===== config.mk =====
export PLATFORM = sky130hd
export DESIGN_NAME = apb_audio_regif
export DESIGN_NICKNAME = d
export VERILOG_FILES = /design/src/rtl/apb_audio_regif_pkg.sv /design/src/rtl/apb_pkg.sv /design/src/rtl/sample_fifo.sv /design/src/rtl/apb_audio_regif.sv
export SDC_FILE = /design/constraint.sdc
export NUM_CORES = 1
export LEC_CHECK = 0
export BUFFER_PORTS_ARGS = -buffer_cell sky130_fd_sc_hd__buf_4
export CORE_MARGIN = 5
export CORE_UTILIZATION = 35
export DETAILED_ROUTE_END_ITERATION = 6
export GPL_TIMING_DRIVEN = 0
export PLACE_DENSITY = 0.5
export RECOVER_POWER = 50
export SYNTH_ARGS = -nofsm -noshare
export SYNTH_HDL_FRONTEND = slang
export SYNTH_SLANG_ARGS = --single-unit

===== constraint.sdc =====
create_clock -name clk -period 14.5 [get_ports clk]
set_input_delay 2.9 -clock clk [delete_from_list [all_inputs] [get_ports clk]]
set_output_delay 2.9 -clock clk [all_outputs]
set_load 0.05 [all_outputs]

===== src/rtl/apb_audio_regif_pkg.sv =====
// Audioport register map, command bit positions and register decode helper.
package apb_audio_regif_pkg;

  localparam logic [11:0] CMD_OFFSET    = 12'h000;
  localparam logic [11:0] STATUS_OFFSET = 12'h004;
  localparam logic [11:0] LEVEL_OFFSET  = 12'h008;
  localparam logic [11:0] FIFO_OFFSET   = 12'h00C;

  localparam int unsigned CMD_START_BIT = 0;
  localparam int unsigned CMD_STOP_BIT  = 1;
  localparam int unsigned CMD_CLR_BIT   = 2;

  localparam logic [15:0] LEVEL_RESET = 16'h8000;

  typedef enum logic [2:0] {
    SelCmd,
    SelStatus,
    SelLevel,
    SelFifo,
    SelRsvd
  } reg_sel_e;

  function automatic reg_sel_e decode_reg(input logic [11:0] offset);
    reg_sel_e sel;
    unique case (offset)
      CMD_OFFSET:    sel = SelCmd;
      STATUS_OFFSET: sel = SelStatus;
      LEVEL_OFFSET:  sel = SelLevel;
      FIFO_OFFSET:   sel = SelFifo;
      default:       sel = SelRsvd;
    endcase
    return sel;
  endfunction

endpackage


===== src/rtl/apb_pkg.sv =====
// Shared APB constants: the DUT address window and bus timing parameters.
package apb_pkg;

  localparam logic [31:0] DUT_START_ADDRESS   = 32'h8c00_0000;
  localparam logic [31:0] DUT_END_ADDRESS     = 32'h8c00_0598;
  localparam int unsigned APB_MAX_WAIT_STATES = 0;
  localparam int unsigned APB_INPUT_DELAY     = 1;

endpackage


===== src/rtl/sample_fifo.sv =====
// Circular sample FIFO with push/pop/clear; a push into a full FIFO succeeds
// only when a pop happens in the same cycle.
module sample_fifo #(
  parameter int unsigned DEPTH = 16,
  parameter int unsigned WIDTH = 32
) (
  input  logic                     clk,
  input  logic                     rst_n,
  input  logic                     i_push,
  input  logic [WIDTH-1:0]         i_wdata,
  input  logic                     i_pop,
  input  logic                     i_clr,
  output logic [WIDTH-1:0]         o_rdata,
  output logic [$clog2(DEPTH):0]   o_count,
  output logic                     o_full,
  output logic                     o_empty
);

  localparam int unsigned AW = $clog2(DEPTH);
  localparam int unsigned CW = AW + 1;

  logic [WIDTH-1:0] r_mem [DEPTH];
  logic [AW-1:0]    r_wr_ptr;
  logic [AW-1:0]    r_rd_ptr;
  logic [CW-1:0]    r_count;
  logic             w_pop_ok;
  logic             w_push_ok;

  assign o_empty   = (r_count == '0);
  assign o_full    = (r_count == CW'(DEPTH));
  assign o_count   = r_count;
  assign o_rdata   = r_mem[r_rd_ptr];
  assign w_pop_ok  = i_pop & ~o_empty & ~i_clr;
  assign w_push_ok = i_push & (~o_full | w_pop_ok) & ~i_clr;

  always_ff @(posedge clk) begin
    if (w_push_ok) begin
      r_mem[r_wr_ptr] <= i_wdata;
    end
  end

  // Pointers are exactly AW bits wide, so they wrap for free.
  always_ff @(posedge clk or negedge rst_n) begin
    if (!rst_n) begin
      r_wr_ptr <= '0;
      r_rd_ptr <= '0;
      r_count  <= '0;
    end else if (i_clr) begin
      r_wr_ptr <= '0;
      r_rd_ptr <= '0;
      r_count  <= '0;
    end else begin
      if (w_push_ok) begin
        r_wr_ptr <= r_wr_ptr + AW'(1);
      end
      if (w_pop_ok) begin
        r_rd_ptr <= r_rd_ptr + AW'(1);
      end
      unique case ({w_push_ok, w_pop_ok})
        2'b10:   r_count <= r_count + CW'(1);
        2'b01:   r_count <= r_count - CW'(1);
        default: r_count <= r_count;
      endcase
    end
  end

endmodule


===== src/rtl/apb_audio_regif.sv =====
// APB3 register front end of the audioport: command/status/level registers
// and an APB-fed sample FIFO drained by the sample processor.
module apb_audio_regif
  import apb_pkg::*;
  import apb_audio_regif_pkg::*;
#(
  parameter int unsigned FIFO_DEPTH = 16,
  parameter int unsigned DATA_WIDTH = 32
) (
  input  logic                  clk,
  input  logic                  rst_n,
  input  logic                  PSEL_in,
  input  logic                  PENABLE_in,
  input  logic                  PWRITE_in,
  input  logic [31:0]           PADDR_in,
  input  logic [DATA_WIDTH-1:0] PWDATA_in,
  output logic [DATA_WIDTH-1:0] PRDATA_out,
  output logic                  PREADY_out,
  output logic                  PSLVERR_out,
  output logic                  start_out,
  output logic                  stop_out,
  output logic [15:0]           level_out,
  input  logic                  sample_req_in,
  output logic [DATA_WIDTH-1:0] sample_out,
  output logic                  sample_ack_out,
  output logic                  fifo_empty_out
);

  localparam int unsigned CW = $clog2(FIFO_DEPTH) + 1;

  logic                  r_play;
  logic                  r_start;
  logic                  r_stop;
  logic                  r_clr;
  logic [15:0]           r_level;
  logic                  r_ack;
  logic [DATA_WIDTH-1:0] r_sample;

  logic                  w_access;
  logic                  w_in_win;
  logic [11:0]           w_offset;
  reg_sel_e              w_sel;
  logic                  w_err;
  logic                  w_commit;
  logic                  w_push;
  logic                  w_pop;
  logic                  w_cmd_wr;
  logic [DATA_WIDTH-1:0] w_head;
  logic [CW-1:0]         w_count;
  logic                  w_full;
  logic                  w_empty;
  logic [DATA_WIDTH-1:0] w_status;

  assign w_access = PSEL_in & PENABLE_in;
  assign w_in_win = (PADDR_in >= DUT_START_ADDRESS) && (PADDR_in <= DUT_END_ADDRESS);
  assign w_offset = PADDR_in[11:0] - DUT_START_ADDRESS[11:0];
  assign w_sel    = decode_reg(w_offset);

  // A pending clear discards any pop in its cycle, so no ack is produced.
  assign w_pop = sample_req_in & ~w_empty & r_play & ~r_clr;

  assign w_err = ~w_in_win
               | (PWRITE_in & (w_sel == SelStatus))
               | (~PWRITE_in & ((w_sel == SelCmd) | (w_sel == SelFifo)))
               | (PWRITE_in & (w_sel == SelFifo) & w_full & ~w_pop);

  assign w_commit = w_access & PWRITE_in & ~w_err;
  assign w_push   = w_commit & (w_sel == SelFifo);
  assign w_cmd_wr = w_commit & (w_sel == SelCmd);

  assign PREADY_out  = w_access;
  assign PSLVERR_out = w_access & w_err;

  always_comb begin
    w_status            = '0;
    w_status[0]         = r_play;
    w_status[8 +: CW]   = w_count;
    w_status[16]        = w_full;
  end

  always_comb begin
    PRDATA_out = '0;
    if (w_access && !PWRITE_in && !w_err) begin
      unique case (w_sel)
        SelStatus: PRDATA_out = w_status;
        SelLevel:  PRDATA_out = {{(DATA_WIDTH - 16){1'b0}}, r_level};
        default:   PRDATA_out = '0;
      endcase
    end
  end

  always_ff @(posedge clk or negedge rst_n) begin
    if (!rst_n) begin
      r_play   <= 1'b0;
      r_start  <= 1'b0;
      r_stop   <= 1'b0;
      r_clr    <= 1'b0;
      r_level  <= LEVEL_RESET;
      r_ack    <= 1'b0;
      r_sample <= '0;
    end else begin
      r_start <= w_cmd_wr & PWDATA_in[CMD_START_BIT] & ~PWDATA_in[CMD_STOP_BIT];
      r_stop  <= w_cmd_wr & PWDATA_in[CMD_STOP_BIT];
      r_clr   <= w_cmd_wr & PWDATA_in[CMD_CLR_BIT];
      if (w_cmd_wr) begin
        if (PWDATA_in[CMD_STOP_BIT]) begin
          r_play <= 1'b0;
        end else if (PWDATA_in[CMD_START_BIT]) begin
          r_play <= 1'b1;
        end
      end
      if (w_commit && (w_sel == SelLevel)) begin
        r_level <= PWDATA_in[15:0];
      end
      r_ack <= w_pop;
      if (w_pop) begin
        r_sample <= w_head;
      end
    end
  end

  sample_fifo #(
    .DEPTH (FIFO_DEPTH),
    .WIDTH (DATA_WIDTH)
  ) u_fifo (
    .clk     (clk),
    .rst_n   (rst_n),
    .i_push  (w_push),
    .i_wdata (PWDATA_in),
    .i_pop   (w_pop),
    .i_clr   (r_clr),
    .o_rdata (w_head),
    .o_count (w_count),
    .o_full  (w_full),
    .o_empty (w_empty)
  );

  assign start_out      = r_start;
  assign stop_out       = r_stop;
  assign level_out      = r_level;
  assign sample_out     = r_sample;
  assign sample_ack_out = r_ack;
  assign fifo_empty_out = w_empty;

endmodule


After elaboration in Yosys (flattened, before gate mapping)

Memory sizes are Yosys's and may differ from the RTL's. A register that Yosys moved wholly into a read port is not among the register bits.
Cells that the tools add are included.

Bits in registers: 34
Memories: 1
Output and inout port bits: 86
RAM bits: 512
Memory bits (read-only): 0
Bits in latches: 0

Multiply operators: 0
Order comparisons: 2
Bitwise gates (word level): 35
Reduce and logical (&&, ||, !) cells: 15
Equal/unequal tests: 9
Div/mod/pow operators: 0
Add/sub/neg operators: 4
Shift operators: 0
Multiplexer cells: 13

Memory list:

| name         | depth | width | read ports | clocked after Yosys merged registers in | wr ports | RTL line          | RTL |
|---|---|---|---|---|---|---|---|
| u_fifo.r_mem | 16    | 32    | 1          | 1                                       | 1        | sample_fifo.sv:22 | `logic [WIDTH-1:0] r_mem [DEPTH];` |

Operators by type and width:

| kind                   | count |
|---|---|
| $pmux W17 S2           | 1 |
| $ge A32 B32 Y1 const B | 1 |
| $le A32 B32 Y1 const B | 1 |
| $eq A12 B4 Y1 const B  | 2 |
| $and A1 B1 Y1          | 22 |
| $mux W17               | 1 |
| $mux W4                | 4 |
| $eq A12 B3 Y1 const B  | 1 |
| $logic_not A12 Y1      | 1 |
| $pmux W3 S4            | 1 |
| $pmux W5 S2            | 1 |
| $add A4 B1 Y4 const B  | 2 |
| $not A1 Y1             | 8 |
| $eq A3 B2 Y1 const B   | 2 |
| $reduce_bool A2 Y1     | 3 |
| $add A5 B1 Y5 const B  | 1 |
| $eq A5 B5 Y1 const B   | 1 |
| $logic_not A5 Y1       | 1 |
| $mux W5                | 1 |
| $or A1 B1 Y1           | 5 |
| $sub A5 B1 Y5 const B  | 1 |
| $logic_and A1 B1 Y1    | 4 |
| $mux W1                | 4 |
| $eq A3 B1 Y1 const B   | 1 |
| 6 further kinds        | 8 |

Longest topological paths before layout

Depth after elaboration: 16
Depth in mapped cells: 15

Hierarchy

A second synthesis with hierarchy kept.

Cells, all modules: 1290
Area total of the unflattened synthesis: 23187.2 um^2

Modules (own cells, without submodules):

| module          | times used | area an instance (um^2) | cells an instance | seq. area each (um^2) |
|---|---|---|---|---|
| sample_fifo     | 1          | 20533.4                 | 1070              | 15700.1 |
| apb_audio_regif | 1          | 2653.8                  | 220               | 1327.5 |

Worst setup path before layout

Ideal clock, no wire load.

Kind: input-to-reg
Start point: input port PADDR_in[25]
End point: memory u_fifo.r_mem[10][0] (enable)
Setup time: 0.501 ns
Required time: 13.999 ns
Cell stages on the path: 6
Arrival: 7.820 ns
Slack: 6.179 ns
Cells stage by stage: or4_1 > nor4_1 > nand3_1 > a2111oi_4 > nand2_1 > nor4_1

Longest elaborated chain between the ends: 13
Elaborated cells between the ends (all ways): 14
Those cells by class: order compare: 2; mux: 2; bitwise: 9; reduce/logical: 1

Ends and longest elaborated chain:

| item                                                    | RTL line              | RTL |
|---|---|---|
| start, declared                                         | apb_audio_regif.sv:15 | `input logic [31:0] PADDR_in,` |
| $ge A32 B32 Y1 / $le A32 B32 Y1 (equally long branches) | apb_audio_regif.sv:55 | `assign w_in_win = (PADDR_in >= DUT_START_ADDRESS) && (PADDR_in <= DUT_END_ADDRESS);` |
| $logic_and A1 B1 Y1 *                                   | apb_audio_regif.sv:55 |  |
| $not A1 Y1 *                                            | apb_audio_regif.sv:62 | `assign w_err = ~w_in_win` |
| $or A1 B1 Y1 *                                          | apb_audio_regif.sv:63 | `\| (PWRITE_in & (w_sel == SelStatus))` |
| $or A1 B1 Y1 *                                          | apb_audio_regif.sv:64 | `\| (~PWRITE_in & ((w_sel == SelCmd) \| (w_sel == SelFifo)))` |
| $or A1 B1 Y1 *                                          | apb_audio_regif.sv:65 | `\| (PWRITE_in & (w_sel == SelFifo) & w_full & ~w_pop);` |
| $not A1 Y1 *                                            | apb_audio_regif.sv:67 | `assign w_commit = w_access & PWRITE_in & ~w_err;` |
| $and A1 B1 Y1 *                                         | apb_audio_regif.sv:67 |  |
| $and A1 B1 Y1 *                                         | apb_audio_regif.sv:68 | `assign w_push = w_commit & (w_sel == SelFifo);` |
| $and A1 B1 Y1 * (2 in series)                           | sample_fifo.sv:34     | `assign w_push_ok = i_push & (~o_full \| w_pop_ok) & ~i_clr;` |
| $mux W1 *                                               | sample_fifo.sv:37     | `if (w_push_ok) begin` |
| $mux W1 (implied by the code) *                         | sample_fifo.sv:38     | `r_mem[r_wr_ptr] <= i_wdata;` |
| end, declared                                           | sample_fifo.sv:22     |  |

Every way passes the cells marked *; elsewhere a longest branch is shown, timed or not.

Worst setup path in the final report

Start point: input port PADDR_in[25]
End point: output port PRDATA_out[2]

Longest elaborated chain between the ends: 9
Elaborated cells between the ends (all ways): 10
Those cells by class: order compare: 2; mux: 1; bitwise: 4; reduce/logical: 3

Ends and longest elaborated chain:

| item                                                    | RTL line              | RTL |
|---|---|---|
| $ge A32 B32 Y1 / $le A32 B32 Y1 (equally long branches) | apb_audio_regif.sv:55 |  |
| $logic_and A1 B1 Y1 *                                   | apb_audio_regif.sv:55 |  |
| $not A1 Y1 *                                            | apb_audio_regif.sv:62 |  |
| $or A1 B1 Y1 *                                          | apb_audio_regif.sv:63 |  |
| $or A1 B1 Y1 *                                          | apb_audio_regif.sv:64 |  |
| $or A1 B1 Y1 *                                          | apb_audio_regif.sv:65 |  |
| $logic_not A1 Y1 *                                      | apb_audio_regif.sv:83 | `if (w_access && !PWRITE_in && !w_err) begin` |
| $logic_and A1 B1 Y1 *                                   | apb_audio_regif.sv:83 |  |
| $mux W17 *                                              | apb_audio_regif.sv:83 |  |
| end, declared                                           | apb_audio_regif.sv:17 | `output logic [DATA_WIDTH-1:0] PRDATA_out,` |

Marks and branches as above.

==> results.yml <==
floorplan:
  ios: 156
  dieArea_sq_um: 70680
  die-height_um: 265.9
  initial_core_util_pct: 35.41
  fp.dieW_um: 265.9
  floorplan.core_area_sq_um: 64700
  row_count: 93
finish:
  most-common-layout-cells: "edfxtp_1, clkbuf_1, buf_4, mux4_2, nand2_1"
  fill_cells: 5897
  final_common_cell: "edfxtp_1"
  multi_input_area_sq_um: 5570
  antenna_cells: 0
  drive_above_1_share_pct: 22.66
  nets: 1563
  area_growth_syn_to_layout_pct: 19.04
  final_cells: 2391
  layout.area.seq_sq_um: 17030
pwr:
  powerDensity_nw_per_um2: 124.7
  total_power_mw: 3.403
  pwr-share-seq_pct: 53.3
  p_int_mw: 2.716
  p_leak_nw: 8.819
  p_comb_share_pct: 1.7
  peakVddDrop_mv: 0.08538
  p_sw_mw: 0.6864
  p_clk_share_pct: 45.1
  switching_share_pct: 20.17
route:
  drc: 0
  vias: 12300
  wl_per_cell_um: 24.69
  drtIter0Drc: 915
  vias_per_cell: 5.143
  dr.pass1.iters: 5
  drtAntennaViolNets: 0
  finalWirelength_um: 59040
global_routing:
  grt_use_total_pct: 16.51
  grt_pass1_wl_um: 87350
  antenna_found_initial: 2
  grt_max_degree: 67
  grt_pass1_vias: 12930
  grt-ovfl-total: 0
logic_synthesis:
  synth_seq_cells: 578
  netlist_instances: 1238
  yosysUniqueCellTypes: 59
  synth_flop_cell: "edfxtp_1"
  synth_warnings: 0
  synth_edf_count: 512
  syn_area_sq_um: 22910
  async_flop_share_pct: 11.42
  seq_area_frac_synth_pct: 74.32
  synth.avg_cell_area_sq_um: 18.51
clocking:
  root_buffer: "clkbuf_16"
  cts_resized: 0
  cts-buffers-inserted: 60
  insertion_delay_ps: 620
  clk_pin_slew_ps: 60
  htree_levels: 2
  cts_tree: "done"
  cts.sinks: 578
  cts_setup_buffers: 0
  cts_buffer_depth: 3
  hold_buffers: 0
run_status:
  violations: "max-capacitance violations, max-slew violations"
  outcome: "finished with violations"
placement:
  gp_congestion: 0.7665
  placedCellCount: 2277
  numPortBuffers: 140
  dpl.hpwl_um: 39540
critical_path:
  cp_common_cell: "buf_4"
  start_kind: "input port"
  worstPathRequired_ps: 11600
  crit_path_top_delay_cell: "clkbuf_1"
  cp.arrival_ps: 5970
  cp-end-kind: "output port"
  cp_max_fo: 10
  path_class: "input port to output port"
  cp_slowest_stage_delay_ps: 870
  crit_chain: "buf_4 -> or4_1 -> nor4_1 -> nand3_1 -> nand2_1 -> and3_1 -> clkbuf_1 -> and2_1 -> buf_4"
timing:
  fin_tns_setup_ps: 0
  finalHoldViolCount: 0
  relSlewSlack_pct: -216.4
  setup_viol: 0
  max_freq_mhz: 112.8
  fin_crit_ps: 8868
  tightest_slew_ps: 4746
  fin_crit_sh_pct: 61.16
  skew_ps: 20.13
  rsz0062_at_grt: "false"
  slew_violations: 67
min_path:
  hold_class: "flip-flop to flip-flop"
run:
  maxCapViolCount: 1
-- state kept, by name, summed over array words and instances, names as in the netlist --
signal and count:
sample_ack_out 1, u_fifo.r_wr_ptr 4, sample_out 32, level_out 16
u_fifo.r_rd_ptr 4, u_fifo.r_mem 512, stop_out 1, r_play 1
r_clr 1, u_fifo.o_count 5, start_out 1
-- per-stage QoR --
| stage | hold slack, ps | area (sq um) | setup slack, ps | util (%) |
|---|---|---|---|---|
| finish | 480.9 | 27270 | 5632 | 42.16 |
| global route | 508.8 | 27270 | 5409 | 42.16 |
| floorplan | 552.3 | 22960 | 6179 | - |
| CTS | 489.8 | 27520 | 5591 | 42.53 |
| detailed placement | 476.0 | 25560 | 5599 | 39.50 |
| global placement | 469.4 | 25090 | 1773 | 38.77 |
-- synth_stat cells, types with 5 or more instances --
| cell type | count | area share (%) |
|---|---|---|
| or4_1 | 5 | 0.16 |
| inv_1 | 14 | 0.23 |
| nand2_1 | 83 | 1.4 |
| and3_1 | 6 | 0.16 |
| o221ai_1 | 64 | 2.4 |
| nor2_1 | 32 | 0.52 |
| and2_1 | 16 | 0.44 |
| mux2_4 | 11 | 0.72 |
| o21ai_0 | 65 | 1.4 |
| nand2b_1 | 9 | 0.25 |
| nor4_1 | 8 | 0.22 |
| ha_1 | 8 | 0.44 |
| a22oi_1 | 6 | 0.20 |
| buf_1 | 12 | 0.20 |
| nor3_1 | 7 | 0.15 |
| dfrtp_1 | 65 | 7.1 |
| mux2i_1 | 66 | 2.9 |
| nor2b_1 | 5 | 0.14 |
| nand3_1 | 11 | 0.24 |
| mux4_2 | 96 | 9.4 |
| clkbuf_1 | 50 | 0.82 |
| or3_1 | 5 | 0.14 |
| a21oi_1 | 6 | 0.13 |
| buf_4 | 15 | 0.49 |
| edfxtp_1 | 512 | 67 |
-- critical path: cells and delay by family --
kind                   cells  cell delay, ps
and+or+nand+nor            6            1880
buffers and inverters      3            1180
-- power by group through the flow --
stage	clock, mW	sequential, mW	combinational [mW]
after floorplan	0	1.85	0.0169
after detailed placement	0	1.85	0.0613
final	1.53	1.81	0.0563
after CTS	1.57	1.81	0.0613
after global routing	1.65	1.81	0.0619
after global placement	0	1.85	0.0592
-- path summary, 6_finish.rpt --
| check | endpoint | startpoint | slack (ps) | cells past startpoint |
|---|---|---|---|---|
| setup / recovery | PRDATA_out[2] | PADDR_in[25] | 5630 | 9 |
| hold / removal | sample_out[24]$_DFFE_PN0P_ | sample_out[24]$_DFFE_PN0P_ | 480 | 2 |
| setup reg to reg | u_fifo.o_count[4]$_DFFE_PN0P_ | u_fifo.o_count[1]$_DFFE_PN0P_ | 10210 | 14 |
| hold reg to reg | sample_out[24]$_DFFE_PN0P_ | sample_out[24]$_DFFE_PN0P_ | 480 | 2 |
| max in group asynchronous | sample_out[28]$_DFFE_PN0P_ | rst_n | 7850 | 1 |
| min in group asynchronous | level_out[7]$_DFFE_PN0P_ | rst_n | 3970 | 1 |
-- final cells by class --
cell class | instances | share of cell area, %
flip-flops and latches | 578 | 62.43
multi-input cells | 579 | 20.42
clock buffers | 74 | 5.734
repair buffers | 170 | 4.473
well taps | 855 | 3.922
clock inverters | 40 | 1.440
plain buffers | 81 | 1.385
inverters | 14 | 0.1927
-- per-layer routing --
metal / global-route usage, % / share of wire [%] / wire (um)
met1: 22.94 / 44 / 26160
met2: 27.45 / 49 / 28780
met3: 3.214 / 5.3 / 3116
met4: 3.325 / 1.7 / 985
met5: 0 / 0 / 0
-- cells by family after synthesis --
group	count (synthesis)	synth area share, %
buffers and inverters	95	1.878
multiplexers	179	13.34
flip-flops	578	74.32
adder cells (fa/ha/maj)	9	0.5243
AO/OA/AOI/OAI	165	5.204
XOR/XNOR	7	0.3277
AND/OR/NAND/NOR	204	4.396
other	1	0.01637
No activity file was read; power rests on OpenSTA's default activity.
